### config.mk
export PLATFORM = sky130hd
export DESIGN_NAME = mac_accumulator
export DESIGN_NICKNAME = d
export VERILOG_FILES = /design/src/rtl/mac_accumulator.sv
export SDC_FILE = /design/constraint.sdc
export NUM_CORES = 1
export LEC_CHECK = 0
export BUFFER_PORTS_ARGS = -buffer_cell sky130_fd_sc_hd__buf_2
export CORE_AREA = 2 2 113 115
export DETAILED_ROUTE_END_ITERATION = 12
export DIE_AREA = 0 0 115 117
export PLACE_DENSITY_LB_ADDON = 0.05
export SLEW_MARGIN = 10
export SYNTH_ARGS = -nofsm -noshare
export SYNTH_HDL_FRONTEND = slang
export SYNTH_SLANG_ARGS = --single-unit
### constraint.sdc
create_clock -name clock -period 4.8 [get_ports clock]
set_input_delay 0.48 -clock clock [delete_from_list [all_inputs] [get_ports clock]]
set_output_delay 0.48 -clock clock [all_outputs]
set_load 0.02 [all_outputs]
### src/rtl/mac_accumulator.sv
// Two-stage signed multiply-accumulate: registers one product per active_MAC pulse,
// sums TERMS of them and emits one saturated result with a single-cycle valid pulse.
module mac_accumulator #(
    parameter int DATA_W = 8,
    parameter int COEF_W = 8,
    parameter int TERMS  = 8,
    parameter int ACC_W  = 20,
    parameter int OUT_W  = 16
) (
    input  logic                     clock,
    input  logic                     reset,
    input  logic                     reset_MAC,
    input  logic                     active_MAC,
    input  logic [DATA_W-1:0]        data_in,
    input  logic [COEF_W-1:0]        coef_in,
    output logic [OUT_W-1:0]         result,
    output logic                     result_valid,
    output logic                     overflow,
    output logic                     busy,
    output logic [$clog2(TERMS)-1:0] term_count
);

    localparam int PROD_W = DATA_W + COEF_W;
    localparam int CNT_W  = $clog2(TERMS);

    localparam logic signed [ACC_W-1:0] SAT_MAX = {{(ACC_W-OUT_W+1){1'b0}}, {(OUT_W-1){1'b1}}};
    localparam logic signed [ACC_W-1:0] SAT_MIN = {{(ACC_W-OUT_W+1){1'b1}}, {(OUT_W-1){1'b0}}};
    localparam logic [OUT_W-1:0]        OUT_MAX = {1'b0, {(OUT_W-1){1'b1}}};
    localparam logic [OUT_W-1:0]        OUT_MIN = {1'b1, {(OUT_W-1){1'b0}}};
    localparam logic [CNT_W-1:0]        LAST_CNT = CNT_W'(TERMS - 1);

    typedef enum logic [1:0] {
        IDLE  = 2'd0,
        ACCUM = 2'd1,
        DONE  = 2'd2
    } state_t;

    function automatic logic is_clipped(input logic signed [ACC_W-1:0] v);
        is_clipped = (v > SAT_MAX) || (v < SAT_MIN);
    endfunction

    function automatic logic [OUT_W-1:0] sat_value(input logic signed [ACC_W-1:0] v);
        if (v > SAT_MAX) begin
            sat_value = OUT_MAX;
        end else if (v < SAT_MIN) begin
            sat_value = OUT_MIN;
        end else begin
            sat_value = v[OUT_W-1:0];
        end
    endfunction

    logic signed [PROD_W-1:0] data_ext_s;
    logic signed [PROD_W-1:0] coef_ext_s;
    logic signed [PROD_W-1:0] mult_s;
    logic signed [PROD_W-1:0] product_r;
    logic                     p_valid_r;
    logic signed [ACC_W-1:0]  prod_ext_s;
    logic signed [ACC_W-1:0]  sum_s;
    logic signed [ACC_W-1:0]  acc_r;
    state_t                   state_r;

    // Operands are sign-extended to the full product width before multiplying.
    assign data_ext_s = {{COEF_W{data_in[DATA_W-1]}}, data_in};
    assign coef_ext_s = {{DATA_W{coef_in[COEF_W-1]}}, coef_in};
    assign mult_s     = data_ext_s * coef_ext_s;
    assign prod_ext_s = {{(ACC_W-PROD_W){product_r[PROD_W-1]}}, product_r};
    assign sum_s      = acc_r + prod_ext_s;

    assign busy = (state_r == ACCUM) || p_valid_r;

    // Stage 1: product register and its valid flag.
    always_ff @(posedge clock or negedge reset) begin
        if (!reset) begin
            product_r <= {PROD_W{1'b0}};
            p_valid_r <= 1'b0;
        end else if (reset_MAC) begin
            p_valid_r <= 1'b0;
        end else if (active_MAC) begin
            product_r <= mult_s;
            p_valid_r <= 1'b1;
        end else begin
            p_valid_r <= 1'b0;
        end
    end

    // Stage 2: accumulate TERMS products, then finalise a saturated result.
    always_ff @(posedge clock or negedge reset) begin
        if (!reset) begin
            acc_r        <= {ACC_W{1'b0}};
            term_count   <= {CNT_W{1'b0}};
            result       <= {OUT_W{1'b0}};
            result_valid <= 1'b0;
            overflow     <= 1'b0;
            state_r      <= IDLE;
        end else if (reset_MAC) begin
            acc_r        <= {ACC_W{1'b0}};
            term_count   <= {CNT_W{1'b0}};
            result_valid <= 1'b0;
            overflow     <= 1'b0;
            state_r      <= IDLE;
        end else begin
            case (state_r)
                IDLE, DONE: begin
                    result_valid <= 1'b0;
                    if (p_valid_r) begin
                        acc_r      <= prod_ext_s;
                        term_count <= CNT_W'(1);
                        state_r    <= ACCUM;
                    end else begin
                        state_r    <= IDLE;
                    end
                end
                ACCUM: begin
                    result_valid <= 1'b0;
                    if (p_valid_r) begin
                        if (term_count == LAST_CNT) begin
                            // Final term: the sum is clamped straight into result.
                            result       <= sat_value(sum_s);
                            result_valid <= 1'b1;
                            overflow     <= overflow | is_clipped(sum_s);
                            acc_r        <= {ACC_W{1'b0}};
                            term_count   <= {CNT_W{1'b0}};
                            state_r      <= DONE;
                        end else begin
                            acc_r      <= sum_s;
                            term_count <= term_count + CNT_W'(1);
                            state_r    <= ACCUM;
                        end
                    end else begin
                        state_r <= ACCUM;
                    end
                end
                default: begin
                    acc_r        <= {ACC_W{1'b0}};
                    term_count   <= {CNT_W{1'b0}};
                    result_valid <= 1'b0;
                    state_r      <= IDLE;
                end
            endcase
        end
    end

endmodule

Yosys cells after proc, flatten, opt, wreduce, memory -nomap -nowiden
Index checks and enable logic that the tools add are counted.
- flip-flop bits (word level): 60
- latch bits: 0
- memory bits (writable): 0
- ROM bits: 0
- input port bits: 20
- logic and storage cells: 58
- memories kept: 0
- add/sub/neg operators: 2
- multiply operators: 1
- div/mod/pow operators: 0
- order comparisons: 2
- equal/unequal tests: 5
- shift operators: 0
- muxes and demuxes: 27
- bitwise gates (word level): 2
- reductions and logical operators: 11
- operators by type and width (operator ; count):
    $mux W20 ; 4
    $pmux W20 S2 ; 1
    $mux W16 ; 2
    $add A20 B16 Y20 ; 1
    $gt A20 B16 Y1 const B ; 1
    $lt A20 B16 Y1 const B ; 1
    $mul A8 B8 Y16 ; 1
    $mux W3 ; 4
    $mux W1 ; 11
    $mux W2 ; 3
    $ne A3 B3 Y1 const B ; 2
    $pmux W3 S2 ; 1
    $reduce_bool A2 Y1 ; 3
    $pmux W2 S2 ; 1
    $reduce_and A2 Y1 ; 2
    $reduce_and A4 Y1 ; 1
    $add A3 B1 Y3 const B ; 1
    $eq A3 B3 Y1 const B ; 1
    $reduce_and A3 Y1 ; 1
    $eq A2 B1 Y1 const B ; 1
    $eq A2 B2 Y1 const B ; 1
    $logic_not A2 Y1 ; 1
    $logic_or A1 B1 Y1 ; 2
    $reduce_or A2 Y1 ; 1
    other kinds (2) ; 2

Depth between registers and ports, before layout
Gate-level depths: netlist of run 1.
- depth in word-level cells: 8
- depth in mapped cells: 18

Worst setup path before layout of run 1
Ideal clock, no wire load.
- kind: input to register
- start point: input port data_in[7]
- end point: register product_r[15]
- library setup time: 0.134 ns
- arrival time: 4.237 ns
- data required time: 4.666 ns
- slack: 0.429 ns
- cell stages on the path: 14
- cell sequence: and2_1 fa_1 fa_1 fa_1 inv_1 fa_1 inv_1 ha_1 and3_1 a21oi_1 o21ai_0 o41ai_1 xnor2_1 o21ai_0
- longest elaborated chain between the ends: 1
- ends and longest elaborated chain (what ; RTL line ; source):
    from (decl) ; 14 ; input logic [DATA_W-1:0] data_in,
    $mul A8 B8 Y16 ; 65 ; assign mult_s = data_ext_s * coef_ext_s;
    to (signal assigned) ; 74 ; product_r <= {PROD_W{1'b0}};
    to (signal assigned) ; 79 ; product_r <= mult_s;
    to (decl) ; 55 ; logic signed [PROD_W-1:0] product_r;
No other way between the ends.
A chain may end at the register's enable or synchronous reset.

Worst setup path in the final report of run 1
- start point: input port coef_in[4]
- end point: register product_r[14]
- longest elaborated chain between the ends: 1
- ends and longest elaborated chain (what ; RTL line ; source):
    from (decl) ; 15 ; input logic [COEF_W-1:0] coef_in,
    $mul A8 B8 Y16 ; 65 ;
No other way between the ends.

==> key figures, run 1 <==
Timing
  – Clk_skew: around 0.0050 ns
  – Max-slew headroom at the worst pin: 0.368
  – RSZ-0062 raised after global routing: false
  – Final min period: between 4 and 5 ns
  – Worst-Margin Slew: 0.948 ns
  – Hold_ws: between 0.2 and 0.3 ns
  – Fin crit share: 0.908
  – Slew Limit Fails: 0
  – Final TNS setup: 0 ns
  – Setup violators final: 0
  – Final hold violations: 0
  – Fmax: roughly 230 MHz

Worst setup path
  – CP Launch Type: input port
  – Crit path kind: input port to register
  – Critical path cell sequence: buf_2 > and2_1 > fa_1 > inv_1 > fa_1 > inv_1 > fa_1 > inv_1 > fa_1 > inv_1 > ha_1 > o21ai_0 > a21boi_1 > o21a_1 > o21a_1 > o211ai_1 > a2111oi_1 > nand3b_1
  – Setup slack, reg-to-reg: 1.29 ns
  – Worst Reg-to-Reg Cells: 10
  – Crit path max fanout: 8
  – Slowest CP cell: fa_1
  – CP Launch Point: coef_in[4]
  – Critical Path RT: 5.06 ns
  – Critical Path AT: 4.61 ns
  – RR Endpoint: result[12]
  – Crit-path max cell delay: ~0.54 ns
  – RR Startpoint: product_r[0]
  – Worst setup EP type: register

Synthesis
  – Synth top area share: 0.250
  – Adder-cell share of the synthesized area: 0.291
  – Seq cells post-synth: 60
  – Top_reg_cell synth: dfrtp_1
  – EDFF count, synth: 0
  – Synth unique cells: 56
  – Synth Area in Compound Gates: 0.164
  – Commonest cells post-synth: inv_1, dfrtp_1, fa_1
  – Syn Nets: around 790
  – Synth Warn #: 0
  – Async S/R FF share, synth: 1.00
  – Cells after synthesis: between 600 and 700
  – Most area-consuming cells after synthesis: dfrtp_1, fa_1, ha_1
  – Most common cell in the netlist: inv_1
  – Post-synthesis xor/xnor area fraction: 0.0408
  – Synth area leader: dfrtp_1
  – Sequential fraction of the synthesis area: 0.250
  – Largest family of logic cells by synthesized area: adder cells
  – Mean Syn Cell Area: between 9 and 10 um2
  – Mapped cell area: between 0.006 and 0.007 mm2
  – Multiplexer area fraction after synthesis: 0.00937
  – Fraction of the mapped netlist area in simple logic gates: 0.171

Pwr
  – PD cells: between 400 and 500 mW/mm2
  – Peak supply drop: just under 200 uV
  – LEAKAGE: ~3.3 nW

Drt
  – Average wire per standard cell: between 10 and 15 um
  – DR DRC count: 0
  – DR pass1 iterations: 5
  – Vias: between 4k and 5k
  – Post-route ant nets: 0
  – Final wirelength: approximately 12000 um
  – Routed vias/inst: about 5.3
  – DR iter-0 viols: around 210

Clocking
  – CTS buffer count: 9
  – Root buffer cell: clkbuf_16
  – CTS tree: yes
  – Post-CTS setup buffer count: 0
  – Clock Tree Buf Depth: 2
  – Clock sink total: 60
  – Worst-Skew Late Latency: around 0.33 ns
  – Max H-tree Level: 3
  – Clock Pin Slew Worst Setup and Hold Paths: 0.05 ns

Global routing
  – Largest net degree at the start of global routing: 61
  – First-pass GRT wire length: 21100 um
  – Initial antenna violation count: 0
  – Remaining Overflow, GRT: 0
  – Total GRT Usage: 0.196
  – Vias in the first global route: around 4.5k

Placement
  – Hpwl dp: 9800 um
  – Routability cong.: approximately 0.85
  – Buffers on Ports: 41

Run
  – MaxCap Viol Count: 0

Min path
  – Hold Path Class: input port to asynchronous set/reset pin

Floorplanning
  – Total Die Area: roughly 0.013 mm2
  – Die height: ~120 um
  – I/O pin total: 42
  – Initial core utilization: 0.488
  – CORE AREA: 0.0123 mm2
  – # rows: 41
  – Die width: between 100 and 150 um

Final layout
  – Nets: about 830
  – N_diodes: 0
  – Share of layout cells above drive strength 1: 0.107
  – Area Overhead vs Synth: 11.3%

Outcome
  – Status: finished, final reports clean
-- power breakdown --
part	internal [mW]	switching (mW)	total [mW]
registers	0.590	0.0799	0.669
logic	0.842	1.13	1.97
clock network	0.427	0.214	0.641
-- critical path, delay by kind of cell --
family | cells | cell delay (ns)
AOI/OAI and AO/OA | 6 | 1.14
adders and majority gates | 5 | 2.33
buffers and inverters | 5 | 0.33
and+or+nand+nor | 2 | 0.34
-- cells by family after synthesis --
group | count (synthesis)
mux | 5
fa+ha+maj | 106
flops | 60
xor+xnor | 28
buf+inv | 115
simple gates | 206
compound gates | 146
-- flip-flops by register name, indices dropped and copies added, names as in the netlist --
| register | count |
|---|---|
| product_r | 16 |
| result | 16 |
| result_valid | 1 |
| term_count | 3 |
| state_r | 2 |
| p_valid_r | 1 |
| acc_r | 20 |
| overflow | 1 |
-- metal layers --
| metal | track usage | vias to the layer above | wire length (um) |
|---|---|---|---|
| met5 | 0 | - | 0 |
| met2 | 0.336 | 68 | 5780 |
| li1 | - | 2330 | - |
| met3 | 0.0304 | 11 | 293 |
| met1 | 0.257 | 2172 | 5930 |
| met4 | 0.0578 | 0 | 153 |
-- area by class of cell --
cell class | instances | area (um2)
inverters | 94 | 353
repair buffers | 49 | 265
multi-input cells | 491 | 4070
clock buffers | 12 | 256
well taps | 150 | 188
clock inverters | 4 | 47.5
fillers | 1164 | 5630
flip-flops and latches | 60 | 1500
-- layout by cell type, fill, tap and decap left out, drive strengths merged, types with 28 or more instances in the layout --
cell type,count
fa,56
nor3,28
nor2,46
dfrtp,60
inv,93
ha,50
nand2,52
buf,49
o21ai,49
and2,42
-- repair_timing --
action / CTS / global route
hold buffers: 0 / 0
resized for setup: 0 / 3
endpoints found under the setup margin: 0 / 2
-- stage by stage --
step / setup WS (ns) / power, mW / area, um2 / utilization / cells
after floorplan: 0.429 / 2.23 / 6010 / - / 666
after global placement: 0.123 / 2.59 / 6370 / 0.517 / 844
after detailed placement: -0.0164 / 2.64 / 6370 / 0.517 / 844
after CTS: 0.328 / 3.30 / 6680 / 0.542 / 860
after global routing: 0.0603 / 3.62 / 6680 / 0.543 / 860
final: 0.442 / 3.28 / 6680 / 0.543 / 860
-- worst max-delay path by stage --
stage,to,cells past startpoint
after floorplan,product_r[15],14
after global placement,product_r[15],18
after detailed placement,product_r[15],18
after CTS,product_r[15],18
after global routing,product_r[14],18
final,product_r[14],18
(Power assumes the default switching activity.)
==> run 2, diff against run 1 <==
--- a/config.mk
+++ b/config.mk
@@ -10,6 +10,7 @@
 export DETAILED_ROUTE_END_ITERATION = 12
 export DIE_AREA = 0 0 115 117
 export PLACE_DENSITY_LB_ADDON = 0.05
+export REMOVE_ABC_BUFFERS = 1
 export SLEW_MARGIN = 10
 export SYNTH_ARGS = -nofsm -noshare
 export SYNTH_HDL_FRONTEND = slang
==> run 2 against run 1 <==
Worst hold slack gained 0.0047 ns. Utilization increased by 0.11 points. Sequential cell count did not move. Register-to-register slack better by 0.03 ns. Wire length increased by 0.30%. Largest power group unchanged. Largest cell class unchanged. Non-clock buffer count unchanged.
==> key figures, run 2 (same netlist as run 1, synthesis figures left out) <==
Outcome
  – Status: finished, final reports clean

Worst setup path
  – Worst setup EP type: register
  – Critical Path RT: roughly 5.1 ns
  – RR Startpoint: product_r[0]
  – Crit path kind: input port to register
  – Critical Path AT: 4.69 ns
  – CP Launch Point: coef_in[4]
  – Crit-path max cell delay: approximately 0.54 ns
  – Crit path max fanout: 8
  – Slowest CP cell: fa_1
  – CP Launch Type: input port
  – Critical path cell sequence: buf_2 > and2_1 > fa_1 > inv_1 > fa_1 > inv_1 > fa_1 > inv_1 > fa_1 > inv_1 > ha_1 > o21ai_0 > a21boi_0 > o21a_1 > o21a_1 > o211ai_1 > a2111oi_0 > nand3b_1

Global routing
  – Remaining Overflow, GRT: 0
  – Largest net degree at the start of global routing: 61
  – Initial antenna violation count: 0
  – First-pass GRT wire length: approximately 21000 um
  – Vias in the first global route: ~4.6k
  – Total GRT Usage: 0.196

Floorplanning
  – Total Die Area: 0.0135 mm2
  – Initial core utilization: 0.488
  – I/O pin total: 42
  – # rows: approximately 40
  – CORE AREA: about 0.012 mm2
  – Die width: between 100 and 150 um
  – Die height: 117 um

Clocking
  – Max H-tree Level: 3
  – Post-CTS setup buffer count: 0
  – CTS buffer count: 9
  – Root buffer cell: clkbuf_16
  – Clock Pin Slew Worst Setup and Hold Paths: approximately 0.05 ns
  – Clock sink total: 60
  – Worst-Skew Late Latency: around 0.33 ns
  – Cts hold-fix bufs: 0
  – CTS tree: yes
  – Clock Tree Buf Depth: 2

Timing
  – RSZ-0062 raised after global routing: false
  – Fin crit share: 0.924
  – Slew Limit Fails: 0
  – Final hold violations: 0
  – Hold_ws: between 0.3 and 0.4 ns
  – Clk_skew: between 0.007 and 0.008 ns
  – Setup ws final: ~0.37 ns
  – Final TNS setup: 0 ns
  – Setup violators final: 0
  – Worst-Margin Slew: 0.936 ns
  – Final min period: ~4.4 ns
  – Fmax: 226 MHz
  – Max-slew headroom at the worst pin: 0.376

Run
  – MaxCap Viol Count: 0

Final layout
  – Registers with the most flip-flops: acc_r x20, product_r x16, result x16
  – Final Cell Area: about 0.0067 mm2
  – Finished Layout Cells: 860
  – Area Overhead vs Synth: 11.5%
  – Most common cell after layout, fill and taps aside: inv_1
  – Max reg flops: 20
  – N_diodes: 0
  – Core Util, Final: 0.544
  – Share of layout cells above drive strength 1: 0.106
  – # fillers: ~1.2k
  – Nets: roughly 830
  – Most frequent cells in the layout: inv_1, dfrtp_1, fa_1, nand2_1, ha_1
  – Largest Register: acc_r

Placement
  – Placed Area: around 0.0064 mm2
  – Routability cong.: about 0.83
  – Worst slack, placed: between 0.0001 and 0.00015 ns
  – Hpwl dp: 9870 um
  – Placed insts: ~840
  – Buffers on Ports: 41

Pwr
  – PnR Total Power: roughly 3.3 mW
  – Peak supply drop: around 190 uV
  – LEAKAGE: approximately 3.3 nW
  – PD cells: roughly 490 mW/mm2

Drt
  – Post-route ant nets: 0
  – DR iter-0 viols: 270
  – Routed vias/inst: ~5.4
  – Final wirelength: 12200 um
  – Vias: 4610
  – Average wire per standard cell: ~14 um
  – DR DRC count: 0
  – DR pass1 iterations: 4

Min path
  – Hold Path Class: input port to asynchronous set/reset pin
run 2: where the power goes:
part	switching, mW	internal (mW)
clock	0.215	0.467
combinational	1.12	0.839
sequential	0.0802	0.589
run 2: worst max-delay path: cells and delay by family:
| kind | cells | cell delay, ns |
|---|---|---|
| buffers and inverters | 5 | 0.33 |
| adders and majority gates | 5 | 2.34 |
| and+or+nand+nor | 2 | 0.33 |
| AOI/OAI and AO/OA | 6 | 1.20 |
run 2: what timing repair did:
action,4_1_cts,5_1_grt
endpoints found under the setup margin,0,1
endpoints found under the hold margin,0,0
gates resized for setup,0,1
run 2: final timing paths:
kind / cells past startpoint / endpoint / slack (ns)
worst max-delay path: 18 / product_r[14] / 0.37
max in group asynchronous: 2 / product_r[13] / 4.00
worst min-delay path: 2 / result[3] / 0.30
worst max register to register: 10 / result[12] / 1.32
min in group clock: 2 / result[12] / 0.47
worst min register to register: 2 / result[12] / 0.47
run 2: metal layers:
metal / wire length [um] / track usage
met5: 0 / 0
met4: 209 / 0.0675
met3: 330 / 0.0247
met2: 5860 / 0.341
met1: 5790 / 0.253
run 2: layout make-up:
cell class              count  area, um2  area share
inverters                  94        353      0.0527
flip-flops and latches     60       1500       0.224
clock inverters             4       72.6      0.0108
well taps                 150        188      0.0280
multi-input cells         491       4070       0.608
repair buffers             49        265      0.0396
clock buffers              12        246      0.0368
==> run 3, diff against run 2 <==
--- a/config.mk
+++ b/config.mk
@@ -5,10 +5,11 @@
 export SDC_FILE = /design/constraint.sdc
 export NUM_CORES = 1
 export LEC_CHECK = 0
+export ABC_AREA = 1
 export BUFFER_PORTS_ARGS = -buffer_cell sky130_fd_sc_hd__buf_2
-export CORE_AREA = 2 2 113 115
+export CORE_AREA = 2 2 117 119
 export DETAILED_ROUTE_END_ITERATION = 12
-export DIE_AREA = 0 0 115 117
+export DIE_AREA = 0 0 119 121
 export PLACE_DENSITY_LB_ADDON = 0.05
 export REMOVE_ABC_BUFFERS = 1
 export SLEW_MARGIN = 10
==> run 3 against run 2 <==
First-iteration DRC count shrank 30%. Die area grew 7.0%. Clock power increased by 3.7%. Clock-buffer cell count up 1. Worst hold slack worse by 0.0059 ns. Wire length up 9.6%. Synthesized cell count increased by 25%. Non-clock buffer count fell by 1. Via count increased by 11%. Sequential cell count unchanged. Clock skew rose by 0.0017 ns. Largest cell class unchanged.
==> key figures, run 3 <==
Drt
  – Average wire per standard cell: roughly 13 um
  – DR pass1 iterations: 4
  – DR iter-0 viols: around 190
  – Routed vias/inst: approximately 4.9
  – Final wirelength: roughly 13000 um
  – Vias: ~5.1k
  – Post-route ant nets: 0
  – DR DRC count: 0

Timing
  – Setup ws final: between 0.4 and 0.5 ns
  – Slew Limit Fails: 0
  – Final TNS setup: 0 ns
  – Fin crit share: 0.910
  – RSZ-0062 raised after global routing: false
  – Hold_ws: slightly below 0.3 ns
  – Final min period: between 4 and 5 ns
  – Max-slew headroom at the worst pin: 0.433
  – Clk_skew: about 0.009 ns
  – Setup violators final: 0
  – Worst-Margin Slew: approximately 0.85 ns
  – Fmax: roughly 230 MHz
  – Final hold violations: 0

Synthesis
  – EDFF count, synth: 0
  – Synth Warn #: 0
  – Most common cell in the netlist: nand2_1
  – Mean Syn Cell Area: between 7 and 8 um2
  – Mapped cell area: between 0.006 and 0.007 mm2
  – Synth unique cells: 43
  – Synth area leader: dfrtp_1
  – Synth top area share: 0.233
  – Sequential fraction of the synthesis area: 0.233
  – Top_reg_cell synth: dfrtp_1
  – Most area-consuming cells after synthesis: dfrtp_1, fa_1, nand2_1
  – Seq cells post-synth: 60
  – Async S/R FF share, synth: 1.00
  – Cells after synthesis: 835
  – Commonest cells post-synth: nand2_1, inv_1, dfrtp_1

Global routing
  – Vias in the first global route: just over 5k
  – Remaining Overflow, GRT: 0
  – Initial antenna violation count: 0
  – Total GRT Usage: 0.202
  – Largest net degree at the start of global routing: 61
  – First-pass GRT wire length: between 20000 and 25000 um

Placement
  – Routability cong.: 0.925
  – Worst slack, placed: about 0.07 ns
  – Placed insts: 1032
  – Buffers on Ports: 41
  – Hpwl dp: 11100 um

Worst setup path
  – Crit path kind: input port to register
  – Worst Reg-to-Reg Cells: 14
  – Slowest CP cell: fa_1
  – Delay-heaviest family, CP: adder cells
  – Worst setup EP type: register
  – CP dominant cell by count: nand2_1
  – Critical Path RT: 5.00 ns
  – CP bufs+invs: 6
  – Critical path cell sequence: buf_2 > clkinv_1 > or2_2 > fa_1 > fa_1 > inv_1 > fa_1 > inv_1 > fa_1 > inv_1 > ha_1 > inv_1 > o21ai_0 > a31oi_1 > o21ai_0 > nand2_1 > nand2_1 > nand2_1 > nand2_1 > nand2_1 > nand3_1 > o21ai_0
  – RR Endpoint: result[4]
  – Setup slack, reg-to-reg: 1.91 ns
  – Critical Path AT: between 4 and 5 ns
  – Crit-path max cell delay: roughly 0.54 ns
  – RR Startpoint: product_r[0]
  – CP Launch Type: input port
  – Crit path max fanout: 6

Clocking
  – Clock Pin Slew Worst Setup and Hold Paths: approximately 0.060 ns
  – Root buffer cell: clkbuf_16
  – Max H-tree Level: 3
  – Cts hold-fix bufs: 0
  – Worst-Skew Late Latency: between 0.3 and 0.4 ns
  – Post-CTS setup buffer count: 0
  – Clock Tree Buf Depth: 2
  – CTS resizes: 0
  – CTS buffer count: 9
  – CTS tree: yes
  – Clock sink total: 60

Final layout
  – Most frequent cells in the layout: nand2_1, inv_1, dfrtp_1, fa_1, ha_1
  – Registers with the most flip-flops: acc_r x20, product_r x16, result x16
  – Share of layout cells above drive strength 1: 0.134
  – Largest Register: acc_r
  – Finished Layout Cells: 1048
  – Area Overhead vs Synth: 10.4%
  – Max reg flops: 20
  – Nets: between 900 and 1k
  – Most common cell after layout, fill and taps aside: nand2_1
  – N_diodes: 0

Floorplanning
  – I/O pin total: 42
  – Die width: 119 um
  – # rows: 42
  – Initial core utilization: 0.492
  – Die height: 121 um
  – CORE AREA: about 0.013 mm2
  – Total Die Area: 0.0144 mm2

Pwr
  – PD cells: ~540 mW/mm2
  – Peak supply drop: around 240 uV
  – LEAKAGE: between 4 and 5 nW

Min path
  – Hold Path Class: input port to asynchronous set/reset pin

Run
  – MaxCap Viol Count: 0

Outcome
  – Status: finished, final reports clean
[run 3: cell families (layout without fill, tap and decap cells)]
family          count (synthesis)  count (layout)  share of synthesized area
xor+xnor                       26              26                     0.0354
flops                          60              60                      0.233
fa+ha+maj                     106             106                      0.272
simple gates                  328             328                      0.223
compound gates                114             114                      0.112
buf+inv                       201             238                      0.124
[run 3: final cells by class]
class	instances	area [um2]
fill	1278	5990
multi-input combinational	574	4140
sequential	60	1500
inverter	174	656
clock buffer	13	260
timing repair buffer	48	258
tap	176	220
clock inverter	3	68.8
[run 3: worst max-delay path by stage]
stage	depth (start not counted)	slack, ns	end	start
6_report	22	0.43	product_r[12]	coef_in[7]
5_1_grt	19	0.09	product_r[13]	coef_in[7]
4_1_cts	22	0.43	product_r[12]	coef_in[7]
3_5_place_dp	19	0.07	product_r[13]	coef_in[7]
3_3_place_gp	19	0.11	product_r[13]	coef_in[7]
2_1_floorplan	21	0.21	product_r[12]	coef_in[7]
[run 3: where the power goes]
group	internal (mW)	switching [mW]	total, mW
clock	0.483	0.224	0.707
sequential	0.614	0.0859	0.700
combinational	0.906	1.52	2.43
total	2.00	1.83	3.83
[run 3: worst reg2reg max path, delay by kind of cell, from the launching register on]
| kind | cells | cell delay [ns] |
|---|---|---|
| AND/OR/NAND/NOR | 10 | 1.03 |
| AO/OA/AOI/OAI | 2 | 0.56 |
| flip-flops | 1 | 0.42 |
| adder cells (fa/ha/maj) | 2 | 0.76 |
[run 3: through the flow]
stage	utilization	area, um2	power (mW)
2_1_floorplan	-	6290	2.62
5_1_grt	0.543	7100	4.27
4_1_cts	0.543	7100	3.86
6_report	0.543	7100	3.83
3_3_place_gp	0.517	6770	3.10
3_5_place_dp	0.517	6770	3.14
[run 3: per-layer routing]
metal	vias up	wire, um	global-route usage
met5	-	0	0
met4	0	193	0.0580
met3	14	289	0.0315
met2	67	6570	0.358
met1	2415	6300	0.256
li1	2629	-	-
